[src/rtl/spi_pkg.sv]
// spi_pkg: shared FSM states, width derivation and config field layout for the SPI block
package spi_pkg;
    typedef enum logic [2:0] {IDLE, CONFIG, START, WAIT, DONE} state_t;
    function automatic int cfg_w(input int log_w);
        return log_w + 2;
    endfunction
    function automatic int data_w(input int log_w);
        return 1 << log_w;
    endfunction
    // config word: [log_w-1:0] width, [log_w] CPHA, [log_w+1] CPOL
    function automatic int cpha_bit(input int log_w);
        return log_w;
    endfunction
    function automatic int cpol_bit(input int log_w);
        return log_w + 1;
    endfunction
endpackage

[src/rtl/rr_arbiter.sv]
// rr_arbiter: combinational round-robin pick starting after last_id
module rr_arbiter #(
    parameter int REQ_NUM  = 4,
    parameter int REQ_ID_W = 2
) (
    input  logic [REQ_NUM-1:0]  req_valid,
    input  logic [REQ_ID_W-1:0] last_id,
    output logic                found,
    output logic [REQ_ID_W-1:0] winner,
    output logic [REQ_NUM-1:0]  grant
);
    logic                hi_found;
    logic [REQ_ID_W-1:0] hi_id;
    logic [REQ_ID_W-1:0] lo_id;
    always_comb begin
        hi_found = 1'b0;
        hi_id    = '0;
        lo_id    = '0;
        // descending scan leaves the lowest index above last_id in hi_id, lowest overall in lo_id
        for (int i = REQ_NUM - 1; i >= 0; i--) begin
            if (req_valid[i]) begin
                lo_id = REQ_ID_W'(i);
                if (REQ_ID_W'(i) > last_id) begin
                    hi_id    = REQ_ID_W'(i);
                    hi_found = 1'b1;
                end
            end
        end
        found  = |req_valid;
        winner = hi_found ? hi_id : lo_id;
        grant  = found ? (REQ_NUM'(1) << winner) : '0;
    end
endmodule

[src/rtl/spi_arbiter.sv]
// spi_arbiter: round-robin sharing of one SPI master with a cached config word
module spi_arbiter
    import spi_pkg::*;
#(
    parameter  int SPI_MAX_WIDTH_LOG = 4,
    parameter  int REQ_NUM           = 4,
    parameter  int REQ_ID_W          = 2,
    localparam int CW                = cfg_w(SPI_MAX_WIDTH_LOG),
    localparam int DW                = data_w(SPI_MAX_WIDTH_LOG)
) (
    input  logic                  clk,
    input  logic                  rst_n,
    input  logic [REQ_NUM-1:0]    req_valid,
    input  logic [REQ_NUM*CW-1:0] req_cfg,
    input  logic [REQ_NUM*DW-1:0] req_din,
    output logic [REQ_NUM-1:0]    req_grant,
    output logic [REQ_NUM-1:0]    resp_done,
    output logic [DW-1:0]         resp_data,
    output logic                  busy,
    output logic                  spi_config_req,
    output logic [CW-1:0]         spi_config_data,
    output logic                  spi_start,
    output logic [DW-1:0]         spi_din,
    input  logic                  spi_finish,
    input  logic [DW-1:0]         spi_dout
);
    state_t              state, state_d;
    logic [REQ_ID_W-1:0] last_id;
    logic [REQ_NUM-1:0]  owner;
    logic [CW-1:0]       lat_cfg, cfg_last;
    logic [DW-1:0]       lat_din, resp_data_q;
    logic                cfg_valid;
    logic                found;
    logic [REQ_ID_W-1:0] win_id;
    logic [REQ_NUM-1:0]  win_grant;
    logic [CW-1:0]       cand_cfg;
    logic [DW-1:0]       cand_din;

    rr_arbiter #(.REQ_NUM(REQ_NUM), .REQ_ID_W(REQ_ID_W)) u_rr (
        .req_valid(req_valid),
        .last_id  (last_id),
        .found    (found),
        .winner   (win_id),
        .grant    (win_grant)
    );

    assign cand_cfg = req_cfg[win_id*CW +: CW];
    assign cand_din = req_din[win_id*DW +: DW];

    always_comb begin
        state_d = state;
        case (state)
            IDLE:    state_d = !found ? IDLE : (cfg_valid && cand_cfg == cfg_last) ? START : CONFIG;
            CONFIG:  state_d = START;
            START:   state_d = WAIT;
            WAIT:    state_d = spi_finish ? DONE : WAIT;
            DONE:    state_d = IDLE;
            default: state_d = IDLE;
        endcase
    end

    always_ff @(posedge clk or negedge rst_n) begin
        if (!rst_n) begin
            state       <= IDLE;
            last_id     <= REQ_ID_W'(REQ_NUM - 1);
            owner       <= '0;
            lat_cfg     <= '0;
            lat_din     <= '0;
            cfg_last    <= '0;
            cfg_valid   <= 1'b0;
            resp_data_q <= '0;
        end else begin
            state <= state_d;
            if (state == IDLE && found) begin
                last_id <= win_id;
                owner   <= win_grant;
                lat_cfg <= cand_cfg;
                lat_din <= cand_din;
            end
            if (state == CONFIG) begin
                cfg_last  <= lat_cfg;
                cfg_valid <= 1'b1;
            end
            if (state == WAIT && spi_finish) resp_data_q <= spi_dout;
            if (state == DONE) owner <= '0;
        end
    end

    assign req_grant       = owner;
    assign resp_done       = (state == DONE) ? owner : '0;
    assign resp_data       = resp_data_q;
    assign busy            = state != IDLE;
    assign spi_config_req  = state == CONFIG;
    assign spi_config_data = lat_cfg;
    assign spi_start       = state == START;
    assign spi_din         = lat_din;
endmodule

[config.mk]
export PLATFORM = sky130hd
export DESIGN_NAME = spi_arbiter
export DESIGN_NICKNAME = d
export VERILOG_FILES = /design/src/rtl/spi_pkg.sv /design/src/rtl/rr_arbiter.sv /design/src/rtl/spi_arbiter.sv
export SDC_FILE = /design/constraint.sdc
export NUM_CORES = 1
export LEC_CHECK = 0
export CAP_MARGIN = 20
export CORE_AREA = 2 2 99 101
export DETAILED_ROUTE_END_ITERATION = 16
export DIE_AREA = 0 0 101 103
export GPL_ROUTABILITY_DRIVEN = 0
export HOLD_SLACK_MARGIN = 0.12
export PLACE_DENSITY = 0.72
export SYNTH_ARGS = -nofsm -noshare
export SYNTH_HDL_FRONTEND = slang
export SYNTH_HIERARCHICAL = 1
export SYNTH_SLANG_ARGS = --single-unit
export TNS_END_PERCENT = 10
[constraint.sdc]
create_clock -name clk -period 2.4 [get_ports clk]
set_input_delay 0.48 -clock clk [delete_from_list [all_inputs] [get_ports clk]]
set_output_delay 0.48 -clock clk [all_outputs]
set_load 0.005 [all_outputs]
# [Word-level counts from Yosys, hierarchy flattened]
# Index checks and enable logic that the tools add are counted.
# W data, S select, Z words.
[classes] multipliers=1 order_cmp=4 n_eq_ne=5 shift=3 n_mux=29 n_reduce_logical=7
[ops] op="$shiftx A64 B7 Y16" count=1
[ops] op="$mux W2" count=15
[ops] op="$shiftx A24 B6 Y6" count=1
[ops] op="$mux W4" count=4
[ops] op="$pmux W3 S4" count=1
[ops] op="$mux W1" count=8
[ops] op="$eq A3 B2 Y1 const B" count=2
[ops] op="$eq A6 B6 Y1" count=1
[ops] op="$gt A1 B2 Y1 const A" count=2
[ops] op="$gt A2 B2 Y1 const A" count=2
[ops] op="$mul A2 B2 Y4 const B" count=1
[ops] op="$reduce_or A4 Y1" count=1
[ops] op="$shl A1 B2 Y4 const A" count=1
[ops] op="$eq A3 B1 Y1 const B" count=1
[ops] op="$eq A3 B3 Y1 const B" count=1
[ops] op="$logic_and A1 B1 Y1" count=3
[ops] op="$logic_not A3 Y1" count=1
[ops] op="$mux W3" count=1
[ops] op="$reduce_bool A3 Y1" count=1
[ops] op="$reduce_bool A2 Y1" count=1
[totals] regBits=54 input_bits=111 out_inout_bits=49

# [Depth between registers and ports, before layout]
[logic_depth] ltp_word=17 mapped_depth=10 mapped_depth_nobuf=7

# [Cells and area by module]
# Netlist, hierarchy kept.
[modules_own_cells] mod="spi_arbiter" n_inst=1 cells_per_inst=204 area_each_um2=2731.4 seq_area_each_um2=1353.8
[modules_own_cells] mod="rr_arbiter" n_inst=1 cells_per_inst=31 area_each_um2=185.2 seq_area_each_um2=0.0

# [Worst setup path after synthesis]
# No wires, ideal clock.
[synth_timing] kind="input-to-reg" start="input port req_valid[1]" end="register lat_din[10], in the netlist spi_din[10]" setup_ns=0.125 t_arrival_ns=2.278 required_ns=2.275 path_slack_ns=-0.003 path_stages=8 n_path_buf=3 path_cell_list="buf_4 -> o21ai_2 -> nor2_1 -> a211oi_2 -> buf_2 -> clkbuf_1 -> mux4_2 -> mux2_2"
[synth_between] elab_chain_cells=5 word_cells_on_any_way=12 cone_classes="shift (1); mux (9); reduce/logical (2)"
[synth_rtl] item="start, declared" line="spi_arbiter.sv:13" rtl="input logic [REQ_NUM-1:0] req_valid,"
[synth_rtl] item="$mux W2 / $mux W1 (equally long branches)" line="rr_arbiter.sv:21" rtl="if (req_valid[i]) begin"
[synth_rtl] item="$mux W2 / $mux W1 (equally long branches)" line="rr_arbiter.sv:23" rtl="if (REQ_ID_W'(i) > last_id) begin"
[synth_rtl] item="$mux W2 / $mux W1 (equally long branches)" line="rr_arbiter.sv:21"
[synth_rtl] item="$mux W2 *" line="rr_arbiter.sv:30" rtl="winner = hi_found ? hi_id : lo_id;"
[synth_rtl] item="named net win_id[1]" line="spi_arbiter.sv:34" rtl="logic [REQ_ID_W-1:0] win_id;"
[synth_rtl] item="$shiftx A64 B7 Y16 *" line="spi_arbiter.sv:48" rtl="assign cand_din = req_din[win_id*DW +: DW];"
[synth_rtl] item="end signal, assigned" line="spi_arbiter.sv:78" rtl="lat_din <= cand_din;"
[synth_rtl] item="end, declared" line="spi_arbiter.sv:31" rtl="logic [DW-1:0] lat_din, resp_data_q;"
# The timed path passes the listed nets; every way through them passes the cells marked *.
# A chain may end at the register's enable or synchronous reset.

# [Worst setup path after layout]
[layout_timing] start="input port req_valid[0]" end="register state[0]"
[layout_between] elab_chain_cells=9 word_cells_on_any_way=12 cone_classes="mul (1); eq/ne (1); shift (1); mux (7); reduce/logical (2)"
[layout_rtl] item="$mux W2 / $mux W1 (equally long branches)" line="rr_arbiter.sv:21"
[layout_rtl] item="$mux W2 *" line="rr_arbiter.sv:30"
[layout_rtl] item="named net win_id[0]" line="spi_arbiter.sv:34"
[layout_rtl] item="$mul A2 B2 Y4 *" line="spi_arbiter.sv:47" rtl="assign cand_cfg = req_cfg[win_id*CW +: CW];"
[layout_rtl] item="$shiftx A24 B6 Y6 *" line="spi_arbiter.sv:47"
[layout_rtl] item="$eq A6 B6 Y1 *" line="spi_arbiter.sv:53" rtl="IDLE: state_d = !found ? IDLE : (cfg_valid && cand_cfg == cfg_last) ? START : CONFIG;"
[layout_rtl] item="$logic_and A1 B1 Y1 *" line="spi_arbiter.sv:53"
[layout_rtl] item="$mux W2 * (2 in series)" line="spi_arbiter.sv:53"
[layout_rtl] item="$pmux W3 S4 *" line="spi_arbiter.sv:52" rtl="case (state)"
[layout_rtl] item="named net state_d[0]" line="spi_arbiter.sv:27" rtl="state_t state, state_d;"
[layout_rtl] item="end signal, assigned" line="spi_arbiter.sv:73" rtl="state <= state_d;"
[layout_rtl] item="end, declared" line="spi_arbiter.sv:27"
# Marked as above.

==> results.tsv <==
metric	value	unit
status	completed	
skew	7.16	ps
drc	0	
required	2610	ps
drtAntennaViolNets	0	
synth_cell_type_count	39	
setup-violations-final	0	
p_int	0.00357	W
crit_fanout	8	
synth_edf_count	0	
p_seq_share	32.1	%
final.period_utilization	96.2	%
clockPowerShare	10.1	%
htreeDepth	2	
drive_above_1_share	21.6	%
chipWidth	101	µm
ios	160	
ys_top_cells_by_area	dfrtp_1 45%, mux2_2 12%, mux4_1 9.9%	
synth_area_per_cell	12.4	µm²
max_slew_margin	66.8	%
cts_buffers	5	
n_antenna_cell	0	
p_leak	2.08	nW
drtIter0Drc	42	
drtPass1Iterations	4	
dpl.hpwl	6240	µm
synth_flop_cell	dfrtp_1	
ys_seq_area_share	46.4	%
slew_violations	0	
max_freq	0.433	GHz
worst_setup_path_start_kind	input port	
vias_per_cell	4.82	
yosysTopAreaCell	dfrtp_1	
synthArstFlopShare	100	%
clk_path_buf_depth	2	
grt_start_max_net_pins	39	
antenna_found_initial	0	
clk_pin_slew	100	ps
cap_violations	0	
nNetsFinal	522	
yosysWarnings	6	
fillerInstances	846	
cts.sinks	54	
track_usage	15.5	%
start_util	30.8	%
crit_arrival	2520	ps
setup_ws	90.5	ps
crit_type	in -> reg	
fin_hold_ws	203	ps
routedWlPerCell	14.9	µm
vias	2537	
synth_area	0.00292	mm²
worstSetupEndpointType	flop	
synth_nets	346	
syn_inst	235	
die_h	103	µm
power-per-cell-area	1070	mW/mm²
rows	36	
p_sw	0.00166	W
comb_power_share	57.8	%
routed_wl	7850	µm
portBuffers	159	
ir_drop	0.357	mV
hold_path.class	in -> async	
clock_latency	310	ps
area_delta_synth_final	68.3	%
finalCriticalPeriod	2310	ps
dieArea	0.0104	mm²
synth_top_area_share	44.6	%
p_sw_share	31.7	%
reg2reg_depth	8	
dp_slack	-466	ps
grt_overflow	0	
grt_pass1_vias	2596	
worst-slew-pin-transition	497	ps
core_region_area	0.00946	mm²
root_buffer	clkbuf_8	
hold_viol	0	
ys_seq_elements	54	
grt_first_pass_wirelength	12700	µm
cts_tree	done	
worst paths after layout:
check,end,start,slack (ps)
max,state[0],req_valid[0],90
min,resp_data[13],rst_n,200
max reg2reg,state[0],last_id[0],130
min reg2reg,resp_data[10],resp_data[10],480
max in group asynchronous,spi_din[7],rst_n,1560
min in group clk,resp_data[10],resp_data[10],480
stage by stage:
step | util [%] | area (µm²) | setup TNS [ps] | power [W] | instances
2_1_floorplan | - | 2920 | 0 | 0.00321 | 235
3_3_place_gp | 50.4 | 4770 | -6950 | 0.00456 | 516
3_5_place_dp | 50.4 | 4770 | -7850 | 0.00464 | 516
4_1_cts | 51.6 | 4880 | 0 | 0.00527 | 524
5_1_grt | 51.9 | 4910 | -5.96 | 0.00564 | 526
6_report | 51.9 | 4910 | 0 | 0.00524 | 526
metal layers:
| layer | GRT usage, % | up-vias | part of all wire [%] |
|---|---|---|---|
| li1 | - | 1196 | - |
| met1 | 19.1 | 1248 | 40 |
| met2 | 27.7 | 83 | 53 |
| met3 | 2.98 | 10 | 5.0 |
| met4 | 4.57 | 0 | 1.1 |
| met5 | 0 | - | 0 |
cells in the final DEF, fill, tap and decap left out, types with 4 or more instances in the layout:
cell and instances:
mux4_1 7, nor2_1 8, nand2_1 62, dfrtp_1 52
clkdlybuf4s50_1 155, mux2_2 30, mux4_2 15, o21ai_0 5
clkbuf_8 6, buf_4 17, and3_1 4, xnor2_2 5
a21oi_1 5
registers in the layout, summed over array words and instances (netlist names):
| name | count |
|---|---|
| cfg_last | 6 |
| cfg_valid | 1 |
| last_id | 2 |
| req_grant | 4 |
| resp_data | 16 |
| spi_config_data | 6 |
| spi_din | 16 |
| state | 3 |
critical path, cell delays in order:
cell and delay [ps]:
dlygate4sd2_1 250, and2b_1 210, a21oi_1 40, o211ai_1 170, bufbuf_16 300, mux4_2 550, xnor2_2 170, nand4_1 160
o22a_1 180
cell usage after synthesis, types with 2 or more instances:
master    number
o211a_1        2
o21ai_1        2
and3_1         4
mux4_1        11
nand2_1       62
o21ai_0        5
xnor2_1        5
a21oi_1        5
clkbuf_1       3
inv_1          2
dfstp_2        2
buf_2          3
dfrtp_1       52
mux4_2        11
nand4b_1       2
buf_4          3
nand4_1        2
nor2_1         8
buf_6          2
mux2_2        30
power groups by stage:
stage	Sequential, W	Combinational (W)	Clock [W]
floorplan	0.00167	0.00154	0
global placement	0.00168	0.00288	0
detailed placement	0.00171	0.00294	0
CTS	0.00169	0.00301	0.000562
global route	0.00174	0.00330	0.000598
finish	0.00168	0.00302	0.000531
logic make-up after synthesis:
logic type	share of synthesized area [%]
AOI/OAI and AO/OA	5.06
buffers and inverters	3.52
xor gates and xnor gates	2.06
and+or+nand+nor	13.0
muxes	30.0
DFF	46.4
timing repair:
action | CTS | global route
pin swaps | 6 | 1
resized for setup | 12 | 2
endpoints found under the setup margin | 18 | 2
setup buffers | 0 | 2
hold buffers | 0 | 0
area by class of cell:
cell class / instances / area, µm² / area share, %
clock buffer: 6 / 82.6 / 1.68
clock inverter: 2 / 12.5 / 0.255
multi-input combinational: 166 / 1490 / 30.4
timing repair buffer: 181 / 1810 / 37.0
tap: 114 / 143 / 2.91
inverter: 3 / 11.3 / 0.229
sequential: 54 / 1350 / 27.6
Note: power is estimated with default switching activity, not from simulation.
